==> config.mk <==
export PLATFORM = sky130hd
export DESIGN_NAME = adi2axis_pkt
export DESIGN_NICKNAME = d
export VERILOG_FILES = /design/src/rtl/adi2axis_pkt.sv
export SDC_FILE = /design/constraint.sdc
export NUM_CORES = 1
export LEC_CHECK = 0
export BUFFER_PORTS_ARGS = -buffer_cell sky130_fd_sc_hd__buf_2
export CORE_ASPECT_RATIO = 1.4
export CORE_UTILIZATION = 56
export CTS_CLUSTER_SIZE = 14
export DETAILED_ROUTE_END_ITERATION = 8
export PLACE_DENSITY = 0.91
export SLEW_MARGIN = 0
export SYNTH_ARGS = -nofsm -noshare
export SYNTH_HDL_FRONTEND = slang
export SYNTH_SLANG_ARGS = --single-unit
==> constraint.sdc <==
create_clock -name AXIS_ACLK -period 4.1 [get_ports AXIS_ACLK]
set_clock_uncertainty 0.2 [all_clocks]
set_input_delay 0.41 -clock AXIS_ACLK [delete_from_list [all_inputs] [get_ports AXIS_ACLK]]
set_output_delay 0.41 -clock AXIS_ACLK [all_outputs]
set_load 0.02 [all_outputs]
==> src/rtl/adi2axis_pkt.sv <==
// -----------------------------------------------------------------------------
// adi2axis_pkt
// Packet framer that sits directly behind the ADI-to-AXIS converter. It cuts
// each capture into packets of pkt_words payload beats. Every packet starts
// with a 64-bit header: {16'hADC0, soc, plen[14:0], seq[31:0]}.
// The output is a single registered AXIS slot feeding the DMA.
//
// Optional feature macro: ADI2AXIS_PKT_TRAILER_EN
//   When this macro is defined, every packet also ends with a trailer beat:
//   {16'hADCF, ended_by_tlast, payload_count[14:0], header_seq}.
//   That trailer beat carries TLAST instead of the last payload beat.
//
// Ports:
//   AXIS_ACLK, AXIS_ARESETN : clock and synchronous active-low reset
//   S_AXIS_*                : capture stream from the converter (slave)
//   M_AXIS_*                : framed packet stream to the DMA (master)
//   enable                  : permits new packets to start
//   pkt_words               : payload words per packet (0 is treated as 1),
//                             sampled when the header is emitted
//   seq_clr                 : one-cycle pulse that clears the sequence counter
//   busy                    : framer is not idle
//   seq                     : sequence number the next header will carry
// -----------------------------------------------------------------------------
module adi2axis_pkt #(
    parameter int C_AXIS_TDATA_NUM_BYTES = 8
) (
    input  logic                                AXIS_ACLK,
    input  logic                                AXIS_ARESETN,
    input  logic                                S_AXIS_TVALID,
    input  logic [8*C_AXIS_TDATA_NUM_BYTES-1:0] S_AXIS_TDATA,
    input  logic [C_AXIS_TDATA_NUM_BYTES-1:0]   S_AXIS_TSTRB,
    input  logic                                S_AXIS_TLAST,
    output logic                                S_AXIS_TREADY,
    output logic                                M_AXIS_TVALID,
    output logic [8*C_AXIS_TDATA_NUM_BYTES-1:0] M_AXIS_TDATA,
    output logic [C_AXIS_TDATA_NUM_BYTES-1:0]   M_AXIS_TSTRB,
    output logic                                M_AXIS_TLAST,
    input  logic                                M_AXIS_TREADY,
    input  logic                                enable,
    input  logic [15:0]                         pkt_words,
    input  logic                                seq_clr,
    output logic                                busy,
    output logic [31:0]                         seq
);
    localparam int W  = 8 * C_AXIS_TDATA_NUM_BYTES;
    localparam int NB = C_AXIS_TDATA_NUM_BYTES;

    typedef enum logic [1:0] {
        ST_IDLE  = 2'd0,
        ST_HDR   = 2'd1,
        ST_DATA  = 2'd2
`ifdef ADI2AXIS_PKT_TRAILER_EN
        , ST_TRAIL = 2'd3
`endif
    } state_t;

    state_t          r_state;
    state_t          w_state_next;

    logic            r_tvalid;
    logic            r_tlast;
    logic [W-1:0]    r_tdata;
    logic [NB-1:0]   r_tstrb;
    logic [15:0]     r_plen;
    logic [15:0]     r_cnt;
    logic [31:0]     r_seq;
    logic            r_soc;
`ifdef ADI2AXIS_PKT_TRAILER_EN
    logic [31:0]     r_hdr_seq;
    logic            r_end_tlast;
`endif

    logic            w_slot_free;
    logic            w_accept;
    logic            w_last;
    logic            w_load;
    logic            w_load_last;
    logic            w_hdr_load;
    logic [W-1:0]    w_load_data;
    logic [NB-1:0]   w_load_strb;
    logic [15:0]     w_plen_new;
    logic [31:0]     w_hdr_seq;

    // The output slot can take a new beat when it is empty or is being drained this cycle.
    assign w_slot_free = !r_tvalid || M_AXIS_TREADY;
    assign w_plen_new  = (pkt_words == 16'd0) ? 16'd1 : pkt_words;
    // A clear that lands on the same cycle as a header load wins that header.
    assign w_hdr_seq   = seq_clr ? 32'd0 : r_seq;
    assign w_accept    = (r_state == ST_DATA) && w_slot_free && S_AXIS_TVALID;
    assign w_last      = w_accept && ((r_cnt == r_plen - 16'd1) || S_AXIS_TLAST);

    assign S_AXIS_TREADY = (r_state == ST_DATA) && w_slot_free;
    assign M_AXIS_TVALID = r_tvalid;
    assign M_AXIS_TDATA  = r_tdata;
    assign M_AXIS_TSTRB  = r_tstrb;
    assign M_AXIS_TLAST  = r_tlast;
    assign busy          = (r_state != ST_IDLE);
    assign seq           = r_seq;

    always_comb begin
        w_state_next = r_state;
        w_load       = 1'b0;
        w_load_data  = '0;
        w_load_strb  = '0;
        w_load_last  = 1'b0;
        w_hdr_load   = 1'b0;
        case (r_state)
            ST_IDLE: begin
                if (enable && S_AXIS_TVALID) begin
                    w_state_next = ST_HDR;
                end
            end
            ST_HDR: begin
                if (w_slot_free) begin
                    w_hdr_load          = 1'b1;
                    w_load              = 1'b1;
                    w_load_data[63:48]  = 16'hADC0;
                    w_load_data[47]     = r_soc;
                    w_load_data[46:32]  = w_plen_new[14:0];
                    w_load_data[31:0]   = w_hdr_seq;
                    w_load_strb         = '1;
                    w_state_next        = ST_DATA;
                end
            end
            ST_DATA: begin
                if (w_accept) begin
                    w_load      = 1'b1;
                    w_load_data = S_AXIS_TDATA;
                    w_load_strb = S_AXIS_TSTRB;
`ifdef ADI2AXIS_PKT_TRAILER_EN
                    if (w_last) begin
                        w_state_next = ST_TRAIL;
                    end
`else
                    w_load_last = w_last;
                    if (w_last) begin
                        w_state_next = ST_IDLE;
                    end
`endif
                end
            end
`ifdef ADI2AXIS_PKT_TRAILER_EN
            ST_TRAIL: begin
                if (w_slot_free) begin
                    w_load              = 1'b1;
                    w_load_data[63:48]  = 16'hADCF;
                    w_load_data[47]     = r_end_tlast;
                    // r_cnt already counts the last beat here.
                    w_load_data[46:32]  = r_cnt[14:0];
                    w_load_data[31:0]   = r_hdr_seq;
                    w_load_strb         = '1;
                    w_load_last         = 1'b1;
                    w_state_next        = ST_IDLE;
                end
            end
`endif
            default: begin
                w_state_next = ST_IDLE;
            end
        endcase
    end

    always_ff @(posedge AXIS_ACLK) begin
        if (!AXIS_ARESETN) begin
            r_state  <= ST_IDLE;
            r_tvalid <= 1'b0;
            r_tlast  <= 1'b0;
            r_tdata  <= '0;
            r_tstrb  <= '0;
            r_plen   <= 16'd1;
            r_cnt    <= 16'd0;
            r_seq    <= 32'd0;
            r_soc    <= 1'b1;
`ifdef ADI2AXIS_PKT_TRAILER_EN
            r_hdr_seq   <= 32'd0;
            r_end_tlast <= 1'b0;
`endif
        end else begin
            r_state <= w_state_next;

            if (w_load) begin
                r_tvalid <= 1'b1;
                r_tdata  <= w_load_data;
                r_tstrb  <= w_load_strb;
                r_tlast  <= w_load_last;
            end else if (w_slot_free) begin
                r_tvalid <= 1'b0;
                r_tlast  <= 1'b0;
            end

            if (w_hdr_load) begin
                r_plen <= w_plen_new;
                r_cnt  <= 16'd0;
                r_seq  <= w_hdr_seq + 32'd1;
                r_soc  <= 1'b0;
`ifdef ADI2AXIS_PKT_TRAILER_EN
                r_hdr_seq <= w_hdr_seq;
`endif
            end else if (seq_clr) begin
                r_seq <= 32'd0;
            end

            if (w_accept) begin
                r_cnt <= r_cnt + 16'd1;
                // A capture boundary marks the next header as start-of-capture.
                if (w_last && S_AXIS_TLAST) begin
                    r_soc <= 1'b1;
                end
`ifdef ADI2AXIS_PKT_TRAILER_EN
                if (w_last) begin
                    r_end_tlast <= S_AXIS_TLAST;
                end
`endif
            end
        end
    end

endmodule

# == Word-level counts from Yosys, hierarchy flattened ==
# Cells that the tools add are included.
# op_classes
addsub,3
n_eq_ne,7
muxes,28
n_reduce_logical,14
# op_table
cell,n
$mux W64,2
$pmux W64 S2,1
$mux W32,2
$mux W16,3
$add A32 B1 Y32 const B,1
$add A16 B1 Y16 const B,1
$eq A16 B16 Y1,1
$logic_not A16 Y1,1
$mux W8,2
$pmux W8 S2,1
$sub A16 B1 Y16 const B,1
$mux W1,11
$mux W2,4
$ne A2 B2 Y1 const B,4
$pmux W2 S3,1
$reduce_bool A2 Y1,3
$logic_and A1 B1 Y1,5
$reduce_and A4 Y1,1
$eq A2 B1 Y1 const B,1
$eq A2 B2 Y1 const B,1
$logic_not A2 Y1,1
$logic_or A1 B1 Y1,2
$pmux W1 S2,1
$logic_not A1 Y1,1
# word_totals
reg_bits,141
in_bits,95
out_inout_bits,108
wordCells,61

# == Logic depth before layout (Yosys ltp) ==
# Gate-level depths: netlist of run 1.
# depth
depth_word,8
depth_mapped,11
ltp_nobuf,10

# == Least setup slack after synthesis of run 1 ==
# OpenSTA, ideal clock, no wires.
# synth_timing
kind,input to register
from,in seq_clr
to,"reg r_seq[26], in the netlist seq[26]"
setup_ns,0.128
t_arrival_ns,2.442
required_ns,3.772
slack_ns,1.330
path_stages,11
path_buffers,1
path_cell_list,clkbuf_1 nand2b_1 inv_1 ha_1 and4b_1 nand4_1 nor4_2 and3_1 nand4_1 xor2_1 nor2_1
# synth_via
elab_chain_cells,3
# synth_lines
item,line,rtl
start: declaration,41,"input logic seq_clr,"
$mux W32 (*),n/a,
$add A32 B1 Y32,194,r_seq <= w_hdr_seq + 32'd1;
$mux W32 (*),191,if (w_hdr_load) begin
end signal: assignment,194,
end: declaration,66,logic [31:0] r_seq;
# Every way passes the cells marked *; elsewhere a longest branch is shown, timed or not.
# A chain may end at the register's enable or synchronous reset.

# == Worst setup path after layout of run 1 ==
# layout_timing
from,"reg r_seq[1], in the netlist seq[1]"
to,"reg r_seq[26], in the netlist seq[26]"
# layout_via
elab_chain_cells,3
# layout_lines
item,line
$mux W32,n/a
$add A32 B1 Y32,194
$mux W32,191
# No other way between the ends.

==> results of run 1 <==
==> cell usage in the layout, fill, tap and decap left out, types with 9 or more instances in the layout <==
master	count
xnor2_1	22
nand2b_1	15
o21ai_0	22
xor2_1	13
nor2b_1	41
nor3b_1	44
nand2_1	103
a22oi_1	22
nor3_1	28
a21boi_0	21
inv_1	11
nand4_1	14
a21oi_1	22
clkbuf_16	17
dfxtp_1	141
a32oi_1	11
buf_4	9
mux2i_1	9
and2_1	20
a221oi_1	26
nand3_1	16
nor2_1	73
buf_2	202
==> worst max-delay path by stage <==
stage	startpoint	end	slack [ns]	cells past startpoint
finish	seq[1]	seq[26]	1.13	9
global route	seq[1]	seq[26]	0.92	9
CTS	seq[1]	seq[26]	1.17	9
detailed placement	seq_clr	seq[26]	0.89	11
global placement	seq_clr	seq[26]	0.98	11
floorplan	seq_clr	seq[26]	1.33	11
==> layout make-up <==
type | count | area (µm²)
clock buffers | 19 | 442.9
clock inverters | 13 | 131.4
fillers | 914 | 3377
inverters | 11 | 41.29
multi-input cells | 606 | 3761
flip-flops and latches | 141 | 2823
well taps | 147 | 183.9
repair buffers | 213 | 1119
==> per-layer routing <==
layer / GRT usage [%] / wire length (µm) / part of all wire (%)
met2: 52.18 / 10160 / 52
met1: 35.60 / 7238 / 37
met4: 17.16 / 789 / 4.0
met3: 7.011 / 1356 / 6.9
met5: 0 / 0 / 0
==> through the flow <==
step | worst slack [ns] | utilization (%) | std cells
floorplan | 1.330 | - | 821
global placement | 0.9779 | 66.74 | 1118
detailed placement | 0.8923 | 66.74 | 1118
CTS | 1.167 | 71.57 | 1150
global route | 0.9213 | 71.57 | 1150
finish | 1.129 | 71.57 | 1150
==> logic make-up (layout without fill, tap and decap cells) <==
kind of cell,count (synthesis),after routing,synth area share [%]
compound gates,154,154,16.42
xor+xnor,35,35,4.465
fa+ha+maj,7,7,1.276
buf+inv,74,256,4.192
flops,141,141,41.12
mux,9,9,1.312
simple gates,401,401,31.22
==> flip-flops by register name (all words and copies together) (netlist names) <==
register       cells
M_AXIS_TDATA      64
seq               32
r_cnt             16
r_plen            16
M_AXIS_TSTRB       8
r_state            2
M_AXIS_TLAST       1
M_AXIS_TVALID      1
r_soc              1
==> power by group through the flow <==
stage          sequential, mW  combinational (mW)  clock [mW]
6_report                 1.69                1.56        1.50
3_3_place_gp             1.71                1.51           0
5_1_grt                  1.72                1.70        1.58
2_1_floorplan            1.86               0.941           0
4_1_cts                  1.69                1.55        1.51
3_5_place_dp             1.72                1.55           0
==> worst max-delay path, delay by kind of cell (launching register included) <==
family                   cells  cell delay, ns
flip-flops                   1            0.39
XOR/XNOR                     1            0.19
AND/OR/NAND/NOR              7            1.82
adder cells (fa/ha/maj)      1            0.23
==> results.json, run 1 <==
{
  "die_y_um": 133.0,
  "clock.fmax_mhz": 336.5,
  "max-clock-path-buffers": 2,
  "ys_ff_latch": 141,
  "worst_path_largest_cell_delay_ns": 0.61,
  "timing.setup.tns_ns": 0,
  "hold_path.class": "input port to flip-flop",
  "slew_viol_final": 0,
  "drive_gt1_share_pct": 26.02,
  "synth_top_area_share_pct": 41.12,
  "timing.hold.ws_ns": 0.07806,
  "num_io_pins": 203,
  "postRouteAntennaNets": 0,
  "seqPwrFrac_pct": 35.6,
  "route.detailed.drc": 0,
  "clock_latency_ns": 0.42,
  "crit_path_cell_trace": "nor2b_1 -> ha_1 -> and4b_1 -> nand4_1 -> nor4_2 -> and3_1 -> nand4_1 -> xor2_1 -> nor2_1",
  "post-synth-top-area-cell": "dfxtp_1",
  "post-route-period-util_pct": 72.47,
  "synthFlopType": "dfxtp_1",
  "max_slew_margin_pct": 35.75,
  "period_needed_ns": 2.971,
  "htreeDepth": 4,
  "dr.pass1.iters": 5,
  "drt_iter0_markers": 551,
  "clk_pin_slew_ns": 0.07,
  "powerDensity_nw_per_um2": 559.7,
  "p_sw_mw": 1.793,
  "critPathMaxFanout": 7,
  "critPathKind": "flip-flop to flip-flop",
  "routabilityCongestion": 0.8874,
  "nets": 1092,
  "ctsRootBufferMaster": "clkbuf_16",
  "synth.distinct_cells": 56,
  "timing.critical_path.to_type": "flip-flop",
  "grt_pass1_wl_mm": 30.67,
  "worst_r2r_path_depth": 9,
  "syn_area_um2": 6865,
  "peakVddDrop_mv": 0.3255,
  "rr_endpoint": "seq[26]",
  "critical_path_required_ns": 4.18,
  "vias": 6837,
  "core_region_area_um2": 11880,
  "min_from": "S_AXIS_TDATA[53]",
  "yosysWarnings": 0,
  "hpwl_mm": 13.47,
  "cts_resized": 0,
  "power.total_mw": 4.759,
  "antenna_found_initial": 0,
  "dpl_cell_area_um2": 7928,
  "cts_tree": "built",
  "diodes": 0,
  "finalSetupViolCount": 0,
  "die_x_um": 95.58,
  "grt_usage_pct": 31.02,
  "r2r-start": "seq[1]",
  "leakagePower_nw": 3.556,
  "cts_hold_buf": 0,
  "syn_area_per_cell_um2": 8.362,
  "cts_sinks": 141,
  "holdPathStages": 3,
  "drt_wl_total_mm": 19.55,
  "cp_common_cell": "nand4_1",
  "hold_end": "M_AXIS_TDATA[53]",
  "syn_inst": 821,
  "finalHoldViolCount": 0,
  "tightestPinTransition_ns": 0.9638,
  "ys_top_cells_by_area": "dfxtp_1, nand2_1, nor3b_1, nor2_1, nor2b_1",
  "wl_per_cell_um": 17.00,
  "grt_max_degree": 66,
  "synthArstFlopShare_pct": 0,
  "status": "complete, no violations",
  "p_comb_share_pct": 32.8,
  "stdcell_area_um2": 8502,
  "power_frac_clock_pct": 31.6,
  "switching_share_pct": 37.67,
  "cts_buffers": 17,
  "rsz0062_at_grt": "no",
  "grt_pass1_vias": 6453,
  "rrSetupSlack_ns": 1.13,
  "fp.dieArea_um2": 12710,
  "crit_arrival_ns": 3.05,
  "synth_edf_count": 0,
  "io_buffers": 202,
  "crit_path_start_kind": "flip-flop",
  "cts_setup_buffers": 0,
  "viasPerCell": 5.945,
  "slowest_stage": "nor4_2",
  "start_util_pct": 57.79,
  "p_int_mw": 2.966,
  "yosys-top-cells-count": "dfxtp_1, nand2_1, nor2_1",
  "seq_area_frac_synth_pct": 41.12,
  "synth.most_common_cell": "dfxtp_1",
  "maxCapViolations": 0,
  "syn2layout_area_growth_pct": 23.84,
  "overflow": 0,
  "synth_fp_nets": 923,
  "num_rows": 47
}
(Power assumes the default switching activity.)
==> run 2: changes to the inputs <==
--- a/config.mk
+++ b/config.mk
@@ -5,12 +5,13 @@
 export SDC_FILE = /design/constraint.sdc
 export NUM_CORES = 1
 export LEC_CHECK = 0
+export ABC_AREA = 1
 export BUFFER_PORTS_ARGS = -buffer_cell sky130_fd_sc_hd__buf_2
 export CORE_ASPECT_RATIO = 1.4
-export CORE_UTILIZATION = 56
+export CORE_UTILIZATION = 52
 export CTS_CLUSTER_SIZE = 14
 export DETAILED_ROUTE_END_ITERATION = 8
-export PLACE_DENSITY = 0.91
+export PLACE_DENSITY = 0.85
 export SLEW_MARGIN = 0
 export SYNTH_ARGS = -nofsm -noshare
 export SYNTH_HDL_FRONTEND = slang
==> constraint.sdc (replaced) <==
create_clock -name AXIS_ACLK -period 3.1 [get_ports AXIS_ACLK]
set_clock_uncertainty 0.2 [all_clocks]
set_input_delay 0.31 -clock AXIS_ACLK [delete_from_list [all_inputs] [get_ports AXIS_ACLK]]
set_output_delay 0.31 -clock AXIS_ACLK [all_outputs]
set_load 0.02 [all_outputs]
==> run 2 against run 1 <==
  * The flow now finishes with violations (hold timing)
  * Via count grew 20%
  * Worst hold slack lost 0.089 ns
  * Global-route usage grew 4.7 points
  * Largest power group is now combinational logic
  * Highest routed layer unchanged
==> results.json, run 2 <==
{
  "syn_inst": 1001,
  "grt_pass1_wl_mm": 38.74,
  "timing.critical_path.to_type": "flip-flop",
  "holdPathStages": 3,
  "slew_viol_final": 0,
  "worst_r2r_path_depth": 10,
  "critPathKind": "flip-flop to flip-flop",
  "num_io_pins": 203,
  "leakagePower_nw": 4.281,
  "max_slew_margin_pct": 42.08,
  "io_buffers": 202,
  "synth_top_area_share_pct": 40.35,
  "status": "finished with violations",
  "layout_common_cells": "buf_2, nand2_1, dfxtp_1",
  "synth_edf_count": 0,
  "crit_arrival_ns": 3.09,
  "hold_path.class": "input port to flip-flop",
  "overflow": 0,
  "finalSetupViolCount": 0,
  "violations": "hold timing",
  "seq_area_frac_synth_pct": 40.35,
  "postRouteAntennaNets": 0,
  "clk_pin_slew_ns": 0.06,
  "synth.most_common_cell": "nand2_1",
  "synth.distinct_cells": 43,
  "ctsRootBufferMaster": "clkbuf_16",
  "final_common_cell": "buf_2",
  "num_rows": 49,
  "final_core_util_pct": 73.72,
  "drive_gt1_share_pct": 22.97,
  "rsz0062_at_grt": "no",
  "slowest_stage": "dlygate4sd3_1",
  "routabilityCongestion": 0.9511,
  "hold_end": "M_AXIS_TDATA[32]",
  "power.total_mw": 7.382,
  "ys_ff_latch": 141,
  "path_buf_inv": 4,
  "clock_latency_ns": 0.43,
  "largest_register_ffs": 64,
  "powerDensity_nw_per_um2": 770.5,
  "yosysWarnings": 0,
  "synthFlopType": "dfxtp_1",
  "crit_path_start_kind": "flip-flop",
  "synth_fp_nets": 1103,
  "path_delay_family": "buffers and inverters",
  "period_needed_ns": 2.918,
  "tightestPinTransition_ns": 0.8675,
  "syn_area_per_cell_um2": 6.988,
  "synthArstFlopShare_pct": 0,
  "fillers": 963,
  "syn2layout_area_growth_pct": 36.97,
  "worst_path_largest_cell_delay_ns": 0.57,
  "rrSetupSlack_ns": 0.18,
  "post-synth-top-area-cell": "dfxtp_1",
  "finalHoldViolCount": 1,
  "yosys-top-cells-count": "nand2_1, dfxtp_1, nor2_1",
  "nets": 1369,
  "grt_usage_pct": 35.69,
  "rr_endpoint": "M_AXIS_TDATA[46]",
  "cts_sinks": 141,
  "post-route-period-util_pct": 94.14,
  "diodes": 0,
  "r2r-start": "r_state[0]",
  "dr.pass1.iters": 8,
  "drt_iter0_markers": 826,
  "crit_path_cell_trace": "inv_1 -> ha_1 -> nand3_2 -> nand2_1 -> inv_1 -> nor2_4 -> buf_8 -> o21ai_0 -> a21oi_1 -> dlygate4sd3_1",
  "ys_top_cells_by_area": "dfxtp_1, nand2_1, nor2_1, a21oi_1, o21ai_0",
  "fp.dieArea_um2": 13930,
  "timing.hold.ws_ns": -0.01103,
  "route.detailed.drc": 0,
  "cts_tree": "built",
  "clock.fmax_mhz": 342.7,
  "wl_per_cell_um": 16.83,
  "timing.setup.tns_ns": 0,
  "min_from": "S_AXIS_TDATA[32]",
  "grt_pass1_vias": 7890,
  "htreeDepth": 4,
  "cp_common_cell": "inv_1",
  "viasPerCell": 5.641,
  "drt_wl_total_mm": 24.54,
  "start_util_pct": 53.82,
  "grt_max_degree": 76,
  "syn_area_um2": 6995,
  "critPathMaxFanout": 75,
  "max-clock-path-buffers": 2,
  "antenna_found_initial": 0,
  "hpwl_mm": 15.37,
  "maxCapViolations": 0,
  "cts_buffers": 17,
  "core_region_area_um2": 13000,
  "peakVddDrop_mv": 0.4519,
  "critical_path_required_ns": 3.27,
  "die_y_um": 139.2,
  "vias": 8225,
  "die_x_um": 100.0
}
## run 2: metal layers
layer	GRT usage [%]	up-vias	part of all wire [%]
li1	-	3864	-
met1	37.76	3689	35
met2	61.85	512	51
met3	8.940	160	7.8
met4	23.80	0	6.8
met5	0	-	0
## run 2: timing repair
item / 4_1_cts / 5_1_grt
setup buffers: 0 / 0
hold endpoints to repair: 79 / 1
gates resized for setup: 0 / 5
hold buffers: 84 / 1
setup endpoints to repair: 0 / 5
## run 2: area by class of cell
type	instances	area, µm²	share of cell area, %
clock buffers	20	456.7	4.766
repair buffers	295	1967	20.53
inverters	111	425.4	4.440
flip-flops and latches	141	2823	29.46
clock inverters	12	136.4	1.423
well taps	178	222.7	2.324
multi-input cells	701	3551	37.06
## run 2: report_power, final
group	switching, mW	internal [mW]	leakage [nW]	total, mW
Clock	0.830	1.23	0.271	2.06
Combinational	1.92	0.940	2.87	2.86
Sequential	0.259	2.20	1.14	2.46
## run 2: worst max-delay path by stage
stage | startpoint | to | slack [ns] | cells past startpoint
floorplan | seq_clr | seq[30] | 0.81 | 15
global placement | seq_clr | seq[30] | 0.55 | 16
detailed placement | seq_clr | seq[30] | 0.48 | 16
CTS | r_state[0] | M_AXIS_TDATA[39] | 0.1 | 10
global route | r_state[0] | M_AXIS_TDATA[41] | 0.02 | 10
finish | r_state[0] | M_AXIS_TDATA[46] | 0.18 | 10
## run 2: tightest hold or removal path: cells and delay by family
family                 cells  cell delay, ns
buffers and inverters      1            0.09
AO/OA/AOI/OAI              2            0.18
## run 2: logic make-up (layout without fill, tap and decap cells)
family / Yosys count / after routing / share of synthesized area (%)
simple gates: 447 / 447 / 28.89
compound gates: 234 / 234 / 18.92
buf+inv: 159 / 438 / 8.961
flops: 141 / 141 / 40.35
xor+xnor: 13 / 13 / 1.628
fa+ha+maj: 7 / 7 / 1.252
## run 2: metrics by stage
| stage | setup slack [ns] | area (µm²) | std cells |
|---|---|---|---|
| 5_1_grt | 0.02116 | 9582 | 1458 |
| 4_1_cts | 0.09722 | 9562 | 1457 |
| 6_report | 0.1818 | 9582 | 1458 |
| 2_1_floorplan | 0.8146 | 6995 | 1001 |
| 3_5_place_dp | 0.4846 | 8128 | 1341 |
| 3_3_place_gp | 0.5489 | 8128 | 1341 |
